## config.mk

```make
export PLATFORM = sky130hd
export DESIGN_NAME = muldiv_seq
export DESIGN_NICKNAME = d
export VERILOG_FILES = /design/src/rtl/muldiv_seq.sv
export SDC_FILE = /design/constraint.sdc
export NUM_CORES = 1
export LEC_CHECK = 0
export CAP_MARGIN = 20
export CORE_UTILIZATION = 40
export DETAILED_ROUTE_END_ITERATION = 7
export GPL_TIMING_DRIVEN = 0
export PLACE_DENSITY = 0.57
export RECOVER_POWER = 25
export SYNTH_ARGS = -nofsm -noshare
export SYNTH_HDL_FRONTEND = slang
export SYNTH_SLANG_ARGS = --single-unit
export TNS_END_PERCENT = 1
```

## constraint.sdc

```tcl
create_clock -name clk -period 11.6 [get_ports clk]
set_clock_uncertainty 0.15 [all_clocks]
set_input_delay 1.74 -clock clk [delete_from_list [all_inputs] [get_ports clk]]
set_output_delay 1.74 -clock clk [all_outputs]
set_load 0.02 [all_outputs]
```

## src/rtl/muldiv_seq.sv

```systemverilog
// Iterative RV32M multiply/divide sequencer: one radix-2 shift-add or restoring-divide
// step per cycle, valid/ready on request and response.
module muldiv_seq #(
   parameter int unsigned XLEN = 32
) (
   input  logic            clk,
   input  logic            rst_n,
   input  logic            flush,
   input  logic            req_valid,
   output logic            req_ready,
   input  logic [2:0]      req_funct3,
   input  logic [XLEN-1:0] req_a,
   input  logic [XLEN-1:0] req_b,
   output logic            resp_valid,
   input  logic            resp_ready,
   output logic [XLEN-1:0] resp_data,
   output logic            busy
);

   localparam int unsigned     CW      = $clog2(XLEN);
   localparam logic [CW-1:0]   CntLast = CW'(XLEN - 1);
   localparam logic [XLEN-1:0] MinInt  = {1'b1, {(XLEN-1){1'b0}}};
   localparam logic [XLEN-1:0] Ones    = '1;

   typedef enum logic [1:0] {StIdle, StCalc, StDone} state_e;

   state_e              state_q, state_d;
   logic [CW-1:0]       cnt_q, cnt_d;
   logic [2:0]          op_q, op_d;
   logic                neg_q, neg_d;
   logic                spec_q, spec_d;
   logic                vld_q, vld_d;
   logic [2*XLEN-1:0]   acc_q, acc_d;
   logic [XLEN-1:0]     dvs_q, dvs_d;
   logic [XLEN-1:0]     res_q, res_d;

   // Request decode: operand signedness, magnitudes and the short-circuit cases.
   logic            in_div, in_signed_a, in_signed_b, in_sa, in_sb, in_neg;
   logic            in_div_zero, in_ovf, in_special, accept;
   logic [XLEN-1:0] in_mag_a, in_mag_b, in_spec_res;

   assign in_div      = req_funct3[2];
   assign in_signed_a = in_div ? ~req_funct3[0]
                               : (req_funct3[1:0] == 2'b01 || req_funct3[1:0] == 2'b10);
   assign in_signed_b = in_div ? ~req_funct3[0] : (req_funct3[1:0] == 2'b01);
   assign in_sa       = in_signed_a & req_a[XLEN-1];
   assign in_sb       = in_signed_b & req_b[XLEN-1];
   assign in_mag_a    = in_sa ? -req_a : req_a;
   assign in_mag_b    = in_sb ? -req_b : req_b;
   // Remainder follows the dividend sign; everything else follows the product/quotient sign.
   assign in_neg      = (in_div && req_funct3[1]) ? in_sa : (in_sa ^ in_sb);
   assign in_div_zero = in_div && (req_b == '0);
   assign in_ovf      = in_div && !req_funct3[0] && (req_a == MinInt) && (req_b == Ones);
   assign in_special  = in_div_zero || in_ovf;
   assign in_spec_res = in_div_zero ? (req_funct3[1] ? req_a : Ones)
                                    : (req_funct3[1] ? '0 : MinInt);

   assign req_ready  = (state_q == StIdle) && !flush;
   assign accept     = req_valid && req_ready;
   assign resp_valid = vld_q;
   assign resp_data  = res_q;
   assign busy       = (state_q != StIdle);

   // One iteration step and final sign/half selection.
   logic [XLEN:0]      mul_sum, div_shift, div_diff;
   logic [2*XLEN-1:0]  step, prod;
   logic [XLEN-1:0]    div_sel, div_res, mul_res, fin_res;

   always_comb begin
      mul_sum   = {1'b0, acc_q[2*XLEN-1:XLEN]} + (acc_q[0] ? {1'b0, dvs_q} : '0);
      div_shift = {acc_q[2*XLEN-1:XLEN], acc_q[XLEN-1]};
      div_diff  = div_shift - {1'b0, dvs_q};
      if (op_q[2]) begin
         step = div_diff[XLEN] ? {div_shift[XLEN-1:0], acc_q[XLEN-2:0], 1'b0}
                               : {div_diff[XLEN-1:0], acc_q[XLEN-2:0], 1'b1};
      end else begin
         step = {mul_sum, acc_q[XLEN-1:1]};
      end
      prod    = neg_q ? -acc_q : acc_q;
      mul_res = (op_q[1:0] == 2'b00) ? prod[XLEN-1:0] : prod[2*XLEN-1:XLEN];
      div_sel = op_q[1] ? acc_q[2*XLEN-1:XLEN] : acc_q[XLEN-1:0];
      div_res = neg_q ? -div_sel : div_sel;
      fin_res = op_q[2] ? div_res : mul_res;
   end

   always_comb begin
      state_d = state_q;
      cnt_d   = cnt_q;
      op_d    = op_q;
      neg_d   = neg_q;
      spec_d  = spec_q;
      vld_d   = vld_q;
      acc_d   = acc_q;
      dvs_d   = dvs_q;
      res_d   = res_q;
      unique case (state_q)
         StIdle: begin
            vld_d = 1'b0;
            if (accept) begin
               op_d   = req_funct3;
               neg_d  = in_neg;
               spec_d = in_special;
               cnt_d  = '0;
               if (in_special) begin
                  res_d   = in_spec_res;
                  state_d = StDone;
               end else begin
                  // Divide: {rem, quot} starts as {0, |a|}. Multiply: low half holds |b|.
                  acc_d   = {{XLEN{1'b0}}, in_div ? in_mag_a : in_mag_b};
                  dvs_d   = in_div ? in_mag_b : in_mag_a;
                  state_d = StCalc;
               end
            end
         end
         StCalc: begin
            acc_d = step;
            cnt_d = cnt_q + 1'b1;
            if (cnt_q == CntLast) begin
               cnt_d   = '0;
               state_d = StDone;
            end
         end
         StDone: begin
            // First DONE cycle applies the sign fix-up; the response is offered after it.
            if (!vld_q) begin
               vld_d = 1'b1;
               if (!spec_q) res_d = fin_res;
            end else if (resp_ready) begin
               vld_d   = 1'b0;
               state_d = StIdle;
            end
         end
         default: state_d = StIdle;
      endcase
      if (flush) begin
         state_d = StIdle;
         vld_d   = 1'b0;
         cnt_d   = '0;
      end
   end

   always_ff @(posedge clk or negedge rst_n) begin
      if (!rst_n) begin
         state_q <= StIdle;
         cnt_q   <= '0;
         op_q    <= '0;
         neg_q   <= 1'b0;
         spec_q  <= 1'b0;
         vld_q   <= 1'b0;
         acc_q   <= '0;
         dvs_q   <= '0;
         res_q   <= '0;
      end else begin
         state_q <= state_d;
         cnt_q   <= cnt_d;
         op_q    <= op_d;
         neg_q   <= neg_d;
         spec_q  <= spec_d;
         vld_q   <= vld_d;
         acc_q   <= acc_d;
         dvs_q   <= dvs_d;
         res_q   <= res_d;
      end
   end

endmodule

```

==> run metrics, run 1 <==
Netlist cell types=69; endpoints failing setup=0; Comb pwr share=0.661; clock share of power=0.144; sequential power share=0.195; clock-pin slew of the registers on the worst-case setup and hold paths=0.07 ns; Mapped Area=0.01525 mm2; Setup TNS Final=0 ns; Final ANT Viol Nets=0; Leak Pwr=6.944 nW; worst-path fanout max=10; share of layout cells above drive strength 1=0.04604; pre-CTS WS=4.703 ns; vias per inst=about 6; share of the yosys chip area belonging to registers=0.2313; Die ar.=0.03892 mm2; Die X=197.3 um; Ys Warns=0; Critical Path AT=7.52 ns; switch share=0.5218; syn_nets=between 2000 and 2500; Starting Density=0.4059; Post-synth EDFFs=0; dominant cells by area after synthesis=dfrtp_1 (23%), o21ai_0 (8.4%), xnor2_1 (6.2%); clock root cell=clkbuf_16; antenna violations before repair=5; n_diodes=0; # fillers=3835; wire per inst=25.69 um; synthesis-stage register bit count=141; PD cells=229.8 mW/mm2; vias post-DR=16490; Startpoint Class=register; internal reg-to-reg setup slack=4.31 ns; Num CTS Buffers=17; Worst Path Required=11.83 ns; total power draw=about 4.0 mW; VDD IR max=0.1327 mV; Overall Global Routing Usage=0.3576; violated checks=capacitance limit, slew limit; commonest non-fill, non-tap cell in the layout=o21ai_0; P_sw=2.106 mW; reg2reg end=resp_data[30]; # DRC=0; first-pass GRT wire length=approximately 100 mm; Hold-fix buffers, CTS=0; post-route worst setup slack=4.312 ns; Worst Hold Depth=2; Nets=2305; Fin Hold WS=0.3235 ns; die extent in y=197.3 um; worst rel slew slack=-1.109; Initial DRC Count=approximately 1600; post-CTS repair timing setup buffer count=0; CP endpoint kind=register; Final Hold Viols=0; Layout area overhead=15.13%; core area=between 0.03 and 0.04 mm2; clk sinks=around 140; commonest cells after routing, fill and taps aside=o21ai_0 (256), nand2_1 (209), nor2_1 (178); Synth Flop Type=dfrtp_1; minimum clock period=about 7.3 ns; Clock Path Buffers=2; Max Freq=137.2 MHz; Routability Congestion=1.008; TritonRoute pass-1 iters=5; DRT Wirelength=around 70 mm; num rows=between 70 and 80; total of max-cap violations=1; status=complete, but fails checks; syn avg cell area=7.499 um2; post-route clock period utilization=0.6283; Worst Min Path Start=resp_data[20]; Ports=107; fraction of registers with async set/reset=1.000; Worst Hold Class=register to register; gr ovfl total=0; DP Wirelength=55.84 mm; Power Internal=about 1.9 mW; reg2reg start=op_q[1]; Final Max Tran Viols=55; RSZ-0062 raised after global routing=no; Worst Tran Pin Value=3.164 ns; R2R depth=17; IO Port Bufs=roughly 110; vias in the first global route=around 16000; CTS resizes=0; share of the synthesized area in the top cell type=0.2313; clock latency on the worst-skew pair=around 0.49 ns; pin count of the biggest net entering global routing=88; Cells after Synth=2034; CTS tree=built; H-Tree Depth=4; area leader, netlist=dfrtp_1; Worst Hold Path EP=resp_data[20]; critical path class=register to register
through the flow:
stage	std cells	utilization	instance area (um2)
2_1_floorplan	2034	-	15250
3_3_place_gp	2650	0.4509	16940
3_5_place_dp	2651	0.4517	16970
4_1_cts	2683	0.4675	17570
5_1_grt	2683	0.4673	17560
6_report	2683	0.4673	17560
cells in the mapped netlist (15+ instances only):
library cell / count
nor2_1: 178
a21oi_1: 158
or4_1: 18
ha_1: 72
nor4_1: 22
nand2b_1: 22
xor2_1: 101
o31ai_1: 34
a31oi_1: 15
mux2i_1: 90
o41ai_1: 20
nor3_1: 31
o21ai_0: 256
buf_2: 16
xnor2_1: 108
clkbuf_1: 120
dfrtp_1: 141
inv_1: 58
mux2_2: 15
nand4_1: 24
a22oi_1: 27
o211ai_1: 15
or2_2: 17
nand2_1: 209
nand3_1: 22
a211oi_1: 58
a21o_1: 31
or3_1: 17
cell families (layout without fill, tap and decap cells):
group / after synthesis / in the layout / share of synthesized area
fa+ha+maj: 74 / 74 / 0.06168
simple gates: 619 / 619 / 0.1914
buf+inv: 209 / 347 / 0.05520
xor+xnor: 209 / 209 / 0.1200
compound gates: 677 / 677 / 0.2703
mux: 105 / 105 / 0.07013
flops: 141 / 141 / 0.2313
worst max-delay path, cell delays in order (launching register included):
cell and delay, ns:
dfrtp_1 0.33, clkbuf_1 0.32, buf_2 0.38, buf_1 0.51, buf_1 0.64, clkbuf_1 0.82
buf_2 0.56, mux2i_1 0.29, ha_1 0.23, o21ai_0 0.21, or4_1 0.60, or3_1 0.41
nor4b_1 0.41, nand3_1 0.24, o31ai_1 0.31, xor2_1 0.25, o211ai_1 0.17, mux2_2 0.32
per-layer routing:
layer	routed length, um	track usage
met3	5800	0.07103
met1	29840	0.4804
met4	3069	0.1705
met2	30170	0.5475
met5	49	0
layout make-up:
type | instances | area (um2) | area share
well taps | 511 | 639.4 | 0.03641
clock buffers | 17 | 425.4 | 0.02423
plain buffers | 150 | 620.6 | 0.03534
repair buffers | 106 | 1072 | 0.06106
flip-flops and latches | 141 | 3528 | 0.2009
inverters | 59 | 221.5 | 0.01261
multi-input cells | 1684 | 10880 | 0.6197
clock inverters | 15 | 170.2 | 0.009690
power by group through the flow:
stage | Clock, mW | Combinational [mW] | Sequential [mW]
finish | 0.582 | 2.67 | 0.788
global route | 0.608 | 2.89 | 0.796
CTS | 0.595 | 2.61 | 0.781
detailed placement | 0 | 2.60 | 0.790
global placement | 0 | 2.59 | 0.789
floorplan | 0 | 1.91 | 0.715
sequential cells by signal, indices dropped and copies added (netlist names), 2 cells and up:
name       count
resp_data     32
state_q        2
acc_q         64
cnt_q          5
dvs_q         32
op_q           3
worst max-delay path by stage:
stage / startpoint / end / slack, ns / cells past startpoint
CTS: op_q[1] / resp_data[30] / 4.67 / 17
floorplan: op_q[1] / resp_data[30] / 6.76 / 17
detailed placement: op_q[1] / resp_data[30] / 4.70 / 17
global placement: rst_n / dvs_q[9] / 2.47 / 1
finish: op_q[1] / resp_data[30] / 4.31 / 17
global route: op_q[1] / resp_data[30] / 4.25 / 17
Note: power is estimated with default switching activity, not from simulation.
==> run 2, diff against run 1 <==
==> constraint.sdc (replaced) <==
create_clock -name clk -period 7.4 [get_ports clk]
set_clock_uncertainty 0.15 [all_clocks]
set_input_delay 1.11 -clock clk [delete_from_list [all_inputs] [get_ports clk]]
set_output_delay 1.11 -clock clk [all_outputs]
set_load 0.02 [all_outputs]
==> run metrics, run 2 (synthesis results as in run 1) <==
status=complete, but fails checks (unchanged); violated checks=capacitance limit, slew limit (unchanged); IO Port Bufs=105 (unchanged); Finished Core Util=0.4667 (was 0.4673); Starting Density=0.4059 (unchanged); reg2reg start=op_q[1] (unchanged); die extent in y=197.3 um (unchanged); FF+latch area=0.003528 mm2 (unchanged); Startpoint Class=register (unchanged); commonest cells after routing, fill and taps aside=o21ai_0 (256), nand2_1 (209), nor2_1 (178) (unchanged); n_diodes=0 (unchanged); Overall Global Routing Usage=0.3576 (unchanged); post-CTS repair timing setup buffer count=0 (unchanged); gr ovfl total=0 (unchanged); VDD IR max=0.2083 mV (was 0.1327 mV); first-pass GRT wire length=101.2 mm (unchanged); # DRC=0 (unchanged); pin count of the biggest net entering global routing=88 (unchanged); met3 Track Usage GR=0.07103 (unchanged); met1 usage=0.4804 (unchanged); H-Tree Depth=4 (unchanged); Worst Hold Class=register to register (unchanged); vias per inst=6.141 (was 6.146); minimum clock period=7.290 ns (was 7.288 ns); clk sinks=141 (unchanged); Final Hold Viols=0 (unchanged); Hold-fix buffers, CTS=0 (unchanged); Initial DRC Count=1623 (unchanged); DP Wirelength=55.84 mm (unchanged); pre-CTS WS=0.5029 ns (was 4.703 ns); post-route clock period utilization=0.9851 (was 0.6283); grt peak-use layer=met2 (unchanged); Ports=107 (unchanged); Num CTS Buffers=17 (unchanged); vias in the first global route=15500 (unchanged); multi-input logic area=0.01088 mm2 (unchanged); CTS tree=built (unchanged); Die X=197.3 um (unchanged); endpoints failing setup=0 (unchanged); antenna violations before repair=5 (unchanged); vias post-DR=16480 (was 16490); Nets=2305 (unchanged); critical path class=register to register (unchanged); worst-path fanout max=10 (unchanged); core area=0.03758 mm2 (unchanged); TritonRoute pass-1 iters=5 (unchanged); Final ANT Viol Nets=0 (unchanged); Worst Tran Pin Value=3.031 ns (was 3.164 ns); share of layout cells above drive strength 1=0.04604 (unchanged); Worst Setup SP=op_q[1] (unchanged); Worst Path Required=7.63 ns (was 11.83 ns); Layout area overhead=14.98% (was 15.13%); num rows=71 (unchanged); clock root cell=clkbuf_16 (unchanged); worst rel slew slack=-1.021 (was -1.109); Clock Path Buffers=2 (unchanged); clock-pin slew of the registers on the worst-case setup and hold paths=0.07 ns (about the same); # fillers=3836 (was 3835); RSZ-0062 raised after global routing=no (unchanged); Max Freq=137.2 MHz (about the same); largest reg by FF count=acc_q (unchanged); Die ar.=0.03892 mm2 (unchanged); Final Max Tran Viols=144 (was 55); total of max-cap violations=2 (was 1); PD cells=360.6 mW/mm2 (was 229.8 mW/mm2); Routability Congestion=1.008 (unchanged); max reg flops=64 (unchanged); Leak Pwr=6.935 nW (was 6.944 nW); CTS resizes=0 (unchanged); met2 usage=0.5475 (unchanged); Setup TNS Final=0 ns (unchanged); commonest non-fill, non-tap cell in the layout=o21ai_0 (unchanged); Critical Path AT=7.52 ns (about the same); DRT Wirelength=68.93 mm (was 68.92 mm); CP endpoint kind=register (unchanged); clock latency on the worst-skew pair=0.49 ns (about the same); post-route worst setup slack=0.1100 ns (was 4.312 ns); wire per inst=25.69 um (about the same); Worst Min Path Start=resp_data[20] (unchanged)
==> run 2: cell type report <==
| cell class | count | share of cell area |
|---|---|---|
| inverters | 59 | 0.01263 |
| clock inverters | 15 | 0.009702 |
| clock buffers | 17 | 0.02426 |
| flip-flops and latches | 141 | 0.2012 |
| well taps | 511 | 0.03646 |
| plain buffers | 150 | 0.03539 |
| multi-input cells | 1684 | 0.6205 |
| repair buffers | 106 | 0.05986 |
==> run 2: critical path, cell delays in order (launching register included) <==
cell and delay [ns]:
dfrtp_1 0.33, clkbuf_1 0.32, buf_2 0.38, buf_1 0.51, buf_1 0.64, clkbuf_1 0.82, buf_2 0.56, mux2i_1 0.29
ha_1 0.23, o21ai_0 0.21, or4_1 0.60, or3_1 0.41, nor4b_1 0.41, nand3_1 0.24, o31ai_1 0.31, xor2_1 0.25
o211ai_1 0.17, mux2_2 0.32
==> run 2: layer usage <==
metal | share of wire | routed length, um
met3 | 0.084 | 5800
met5 | 0.00071 | 49
met2 | 0.44 | 30170
met1 | 0.43 | 29870
met4 | 0.044 | 3041
==> run 2: final timing paths <==
| kind | to | slack, ns | cells past startpoint |
|---|---|---|---|
| max in group asynchronous | dvs_q[12] | 2.12 | 2 |
| max | resp_data[30] | 0.11 | 17 |
| min in group asynchronous | resp_data[19] | 1.46 | 1 |
| min reg2reg | resp_data[20] | 0.32 | 2 |
| max reg2reg | resp_data[30] | 0.11 | 17 |
| min | resp_data[20] | 0.32 | 2 |
==> run 2: through the flow <==
step,cells,hold slack (ns),cell area [um2],power [mW]
6_report,2683,0.3235,17540,6.324
3_3_place_gp,2650,0.3173,16940,5.294
2_1_floorplan,2034,0.2964,15250,4.107
3_5_place_dp,2651,0.3201,16970,5.308
4_1_cts,2683,0.3341,17570,6.247
5_1_grt,2683,0.3497,17540,6.732
==> run 2: power breakdown <==
group	internal, mW	leakage [nW]	switching, mW	total, mW
Sequential	0.962	1.77	0.272	1.23
Clock	0.481	0.288	0.433	0.914
Combinational	1.58	4.88	2.59	4.18
Total	3.02	6.94	3.30	6.32
==> run 3, diff against run 2 <==
--- a/config.mk
+++ b/config.mk
@@ -9,7 +9,7 @@
 export CORE_UTILIZATION = 40
 export DETAILED_ROUTE_END_ITERATION = 7
 export GPL_TIMING_DRIVEN = 0
-export PLACE_DENSITY = 0.57
+export PLACE_DENSITY_LB_ADDON = 0.1
 export RECOVER_POWER = 25
 export SYNTH_ARGS = -nofsm -noshare
 export SYNTH_HDL_FRONTEND = slang
==> run metrics, run 3 (synthesis results as in run 1) <==
status=complete, but fails checks (unchanged); violated checks=DRC, capacitance limit, slew limit (was capacitance limit, slew limit); clock-pin slew of the registers on the worst-case setup and hold paths=0.07 ns (about the same); CTS tree=built (unchanged); pre-CTS WS=0.3612 ns (was 0.5029 ns); Worst Path Required=7.59 ns (was 7.63 ns); worst rel slew slack=-1.175 (was -1.021); DRT Wirelength=69.58 mm (was 68.93 mm); post-route clock period utilization=0.9610 (was 0.9851); Worst Setup EP=resp_data[30] (unchanged); Initial DRC Count=1624 (was 1623); total power draw=6.308 mW (was 6.324 mW); share of layout cells above drive strength 1=0.04694 (was 0.04604); Critical Path AT=7.30 ns (was 7.52 ns); gr ovfl total=0 (unchanged); vias per inst=6.179 (was 6.141); Worst Tran Pin Value=3.263 ns (was 3.031 ns); Finished Core Util=0.4663 (was 0.4667); die extent in y=197.3 um (unchanged); slowest CP cell=buf_1 (was clkbuf_1); Layout area overhead=14.87% (was 14.98%); Ports=107 (unchanged); worst-path fanout max=10 (unchanged); commonest cells after routing, fill and taps aside=o21ai_0 (256), nand2_1 (209), nor2_1 (178) (unchanged); core area=0.03758 mm2 (unchanged); Comb pwr share=0.664 (was 0.660); Die ar.=0.03892 mm2 (unchanged); num rows=71 (unchanged); Final Hold Viols=0 (unchanged); post-CTS repair timing setup buffer count=0 (unchanged); max reg flops=64 (unchanged); Die X=197.3 um (unchanged); Nets=2306 (was 2305); Final Max Tran Viols=144 (unchanged); H-Tree Depth=4 (unchanged); clk sinks=141 (unchanged); Power Internal=2.992 mW (was 3.024 mW); Setup TNS Final=0 ns (unchanged); IO Port Bufs=105 (unchanged); clock latency on the worst-skew pair=0.47 ns (was 0.49 ns); total of max-cap violations=2 (unchanged); VDD IR max=0.2171 mV (was 0.2083 mV); # fillers=3933 (was 3836); Num CTS Buffers=17 (unchanged); pin count of the biggest net entering global routing=85 (was 88); placed cell areas=0.01698 mm2 (was 0.01697 mm2); internal reg-to-reg setup slack=0.29 ns (was 0.11 ns); CTS resizes=0 (unchanged); Max Freq=140.6 MHz (was 137.2 MHz); worst-path cell chain=clkbuf_1 -> buf_2 -> buf_1 -> buf_1 -> clkbuf_2 -> buf_2 -> mux2i_1 -> ha_1 -> o21ai_0 -> or4_1 -> or3_1 -> nor4b_1 -> nand3_1 -> o31ai_1 -> xor2_1 -> o211ai_1 -> mux2_2 (was clkbuf_1 -> buf_2 -> buf_1 -> buf_1 -> clkbuf_1 -> buf_2 -> mux2i_1 -> ha_1 -> o21ai_0 -> or4_1 -> or3_1 -> nor4b_1 -> nand3_1 -> o31ai_1 -> xor2_1 -> o211ai_1 -> mux2_2); Starting Density=0.4059 (unchanged); Final ANT Viol Nets=0 (unchanged); minimum clock period=7.111 ns (was 7.290 ns); clock root cell=clkbuf_16 (unchanged); CP endpoint kind=register (unchanged); Clock Path Buffers=2 (unchanged); met2 usage=0.5407 (was 0.5475); reg2reg start=op_q[1] (unchanged); Worst Hold Class=register to register (unchanged); TritonRoute pass-1 iters=8 (was 5); Leak Pwr=6.938 nW (was 6.935 nW); vias post-DR=16590 (was 16480); vias in the first global route=15690 (was 15500); commonest non-fill, non-tap cell in the layout=o21ai_0 (unchanged); PD cells=360.0 mW/mm2 (was 360.6 mW/mm2); met1 usage=0.4938 (was 0.4804); post-route worst setup slack=0.2889 ns (was 0.1100 ns); FF+latch area=0.003528 mm2 (unchanged); critical path class=register to register (unchanged); met3 Track Usage GR=0.06078 (was 0.07103); grt peak-use layer=met2 (unchanged); first-pass GRT wire length=102.6 mm (was 101.2 mm); P_sw=3.315 mW (was 3.301 mW); final instance area=0.01752 mm2 (was 0.01754 mm2); Routability Congestion=1.049 (was 1.008); # DRC=4 (was 0); DP Wirelength=55.94 mm (was 55.84 mm); antenna violations before repair=4 (was 5); largest reg by FF count=acc_q (unchanged); clock share of power=0.140 (was 0.144); reg2reg end=resp_data[30] (unchanged); crit-path max cell delay=0.68 ns (was 0.82 ns); multi-input logic area=0.01088 mm2 (unchanged); Startpoint Class=register (unchanged); Hold-fix buffers, CTS=0 (unchanged); switch share=0.5256 (was 0.5219); Overall Global Routing Usage=0.3599 (was 0.3576); endpoints failing setup=0 (unchanged); Worst Setup SP=op_q[1] (unchanged); wire per inst=25.92 um (was 25.69 um); sequential power share=0.196 (was 0.195); RSZ-0062 raised after global routing=no (unchanged); R2R depth=17 (unchanged)
[run 3: area by class of cell]
type                       count  share of cell area
clock inverter                15            0.008141
timing repair buffer         107             0.06034
multi-input combinational   1684              0.6211
clock buffer                  17             0.02428
tap                          511             0.03649
inverter                      59             0.01264
sequential                   141              0.2014
buffer                       150             0.03549
antenna                        1           0.0001428
[run 3: stage by stage]
stage,hold WS (ns),instances
after floorplan,0.2964,2034
after global placement,0.3148,2650
after detailed placement,0.3192,2652
after CTS,0.3346,2684
after global routing,0.3498,2684
final,0.3258,2685
[run 3: how the worst min path moves through the flow]
stage | from | cells past startpoint | slack, ns | end
floorplan | op_q[0] | 2 | 0.30 | op_q[0]
global placement | dvs_q[2] | 2 | 0.31 | dvs_q[2]
detailed placement | resp_data[20] | 2 | 0.32 | resp_data[20]
CTS | resp_data[20] | 2 | 0.33 | resp_data[20]
global route | resp_data[8] | 1 | 0.35 | resp_data[8]
finish | resp_data[18] | 2 | 0.33 | resp_data[18]
[run 3: routing by layer]
layer | part of all wire | up-vias
li1 | - | 7602
met1 | 0.44 | 8001
met2 | 0.43 | 814
met3 | 0.079 | 172
met4 | 0.054 | 2
met5 | 0.00017 | -
[run 3: power by group through the flow]
| stage | logic (mW) | registers [mW] | clock network (mW) |
|---|---|---|---|
| after floorplan | 2.99 | 1.12 | 0 |
| after global placement | 4.06 | 1.23 | 0 |
| after detailed placement | 4.08 | 1.24 | 0 |
| after CTS | 4.10 | 1.22 | 0.890 |
| after global routing | 4.54 | 1.25 | 0.921 |
| final | 4.19 | 1.23 | 0.885 |
[run 3: worst max-delay path, delay by kind of cell, from the launching register on]
| family | cells | cell delay (ns) |
|---|---|---|
| AND/OR/NAND/NOR | 4 | 1.72 |
| buffers and inverters | 6 | 2.95 |
| flip-flops | 1 | 0.32 |
| XOR/XNOR | 1 | 0.26 |
| adder cells (fa/ha/maj) | 1 | 0.23 |
| multiplexers | 2 | 0.61 |
| AO/OA/AOI/OAI | 3 | 0.72 |
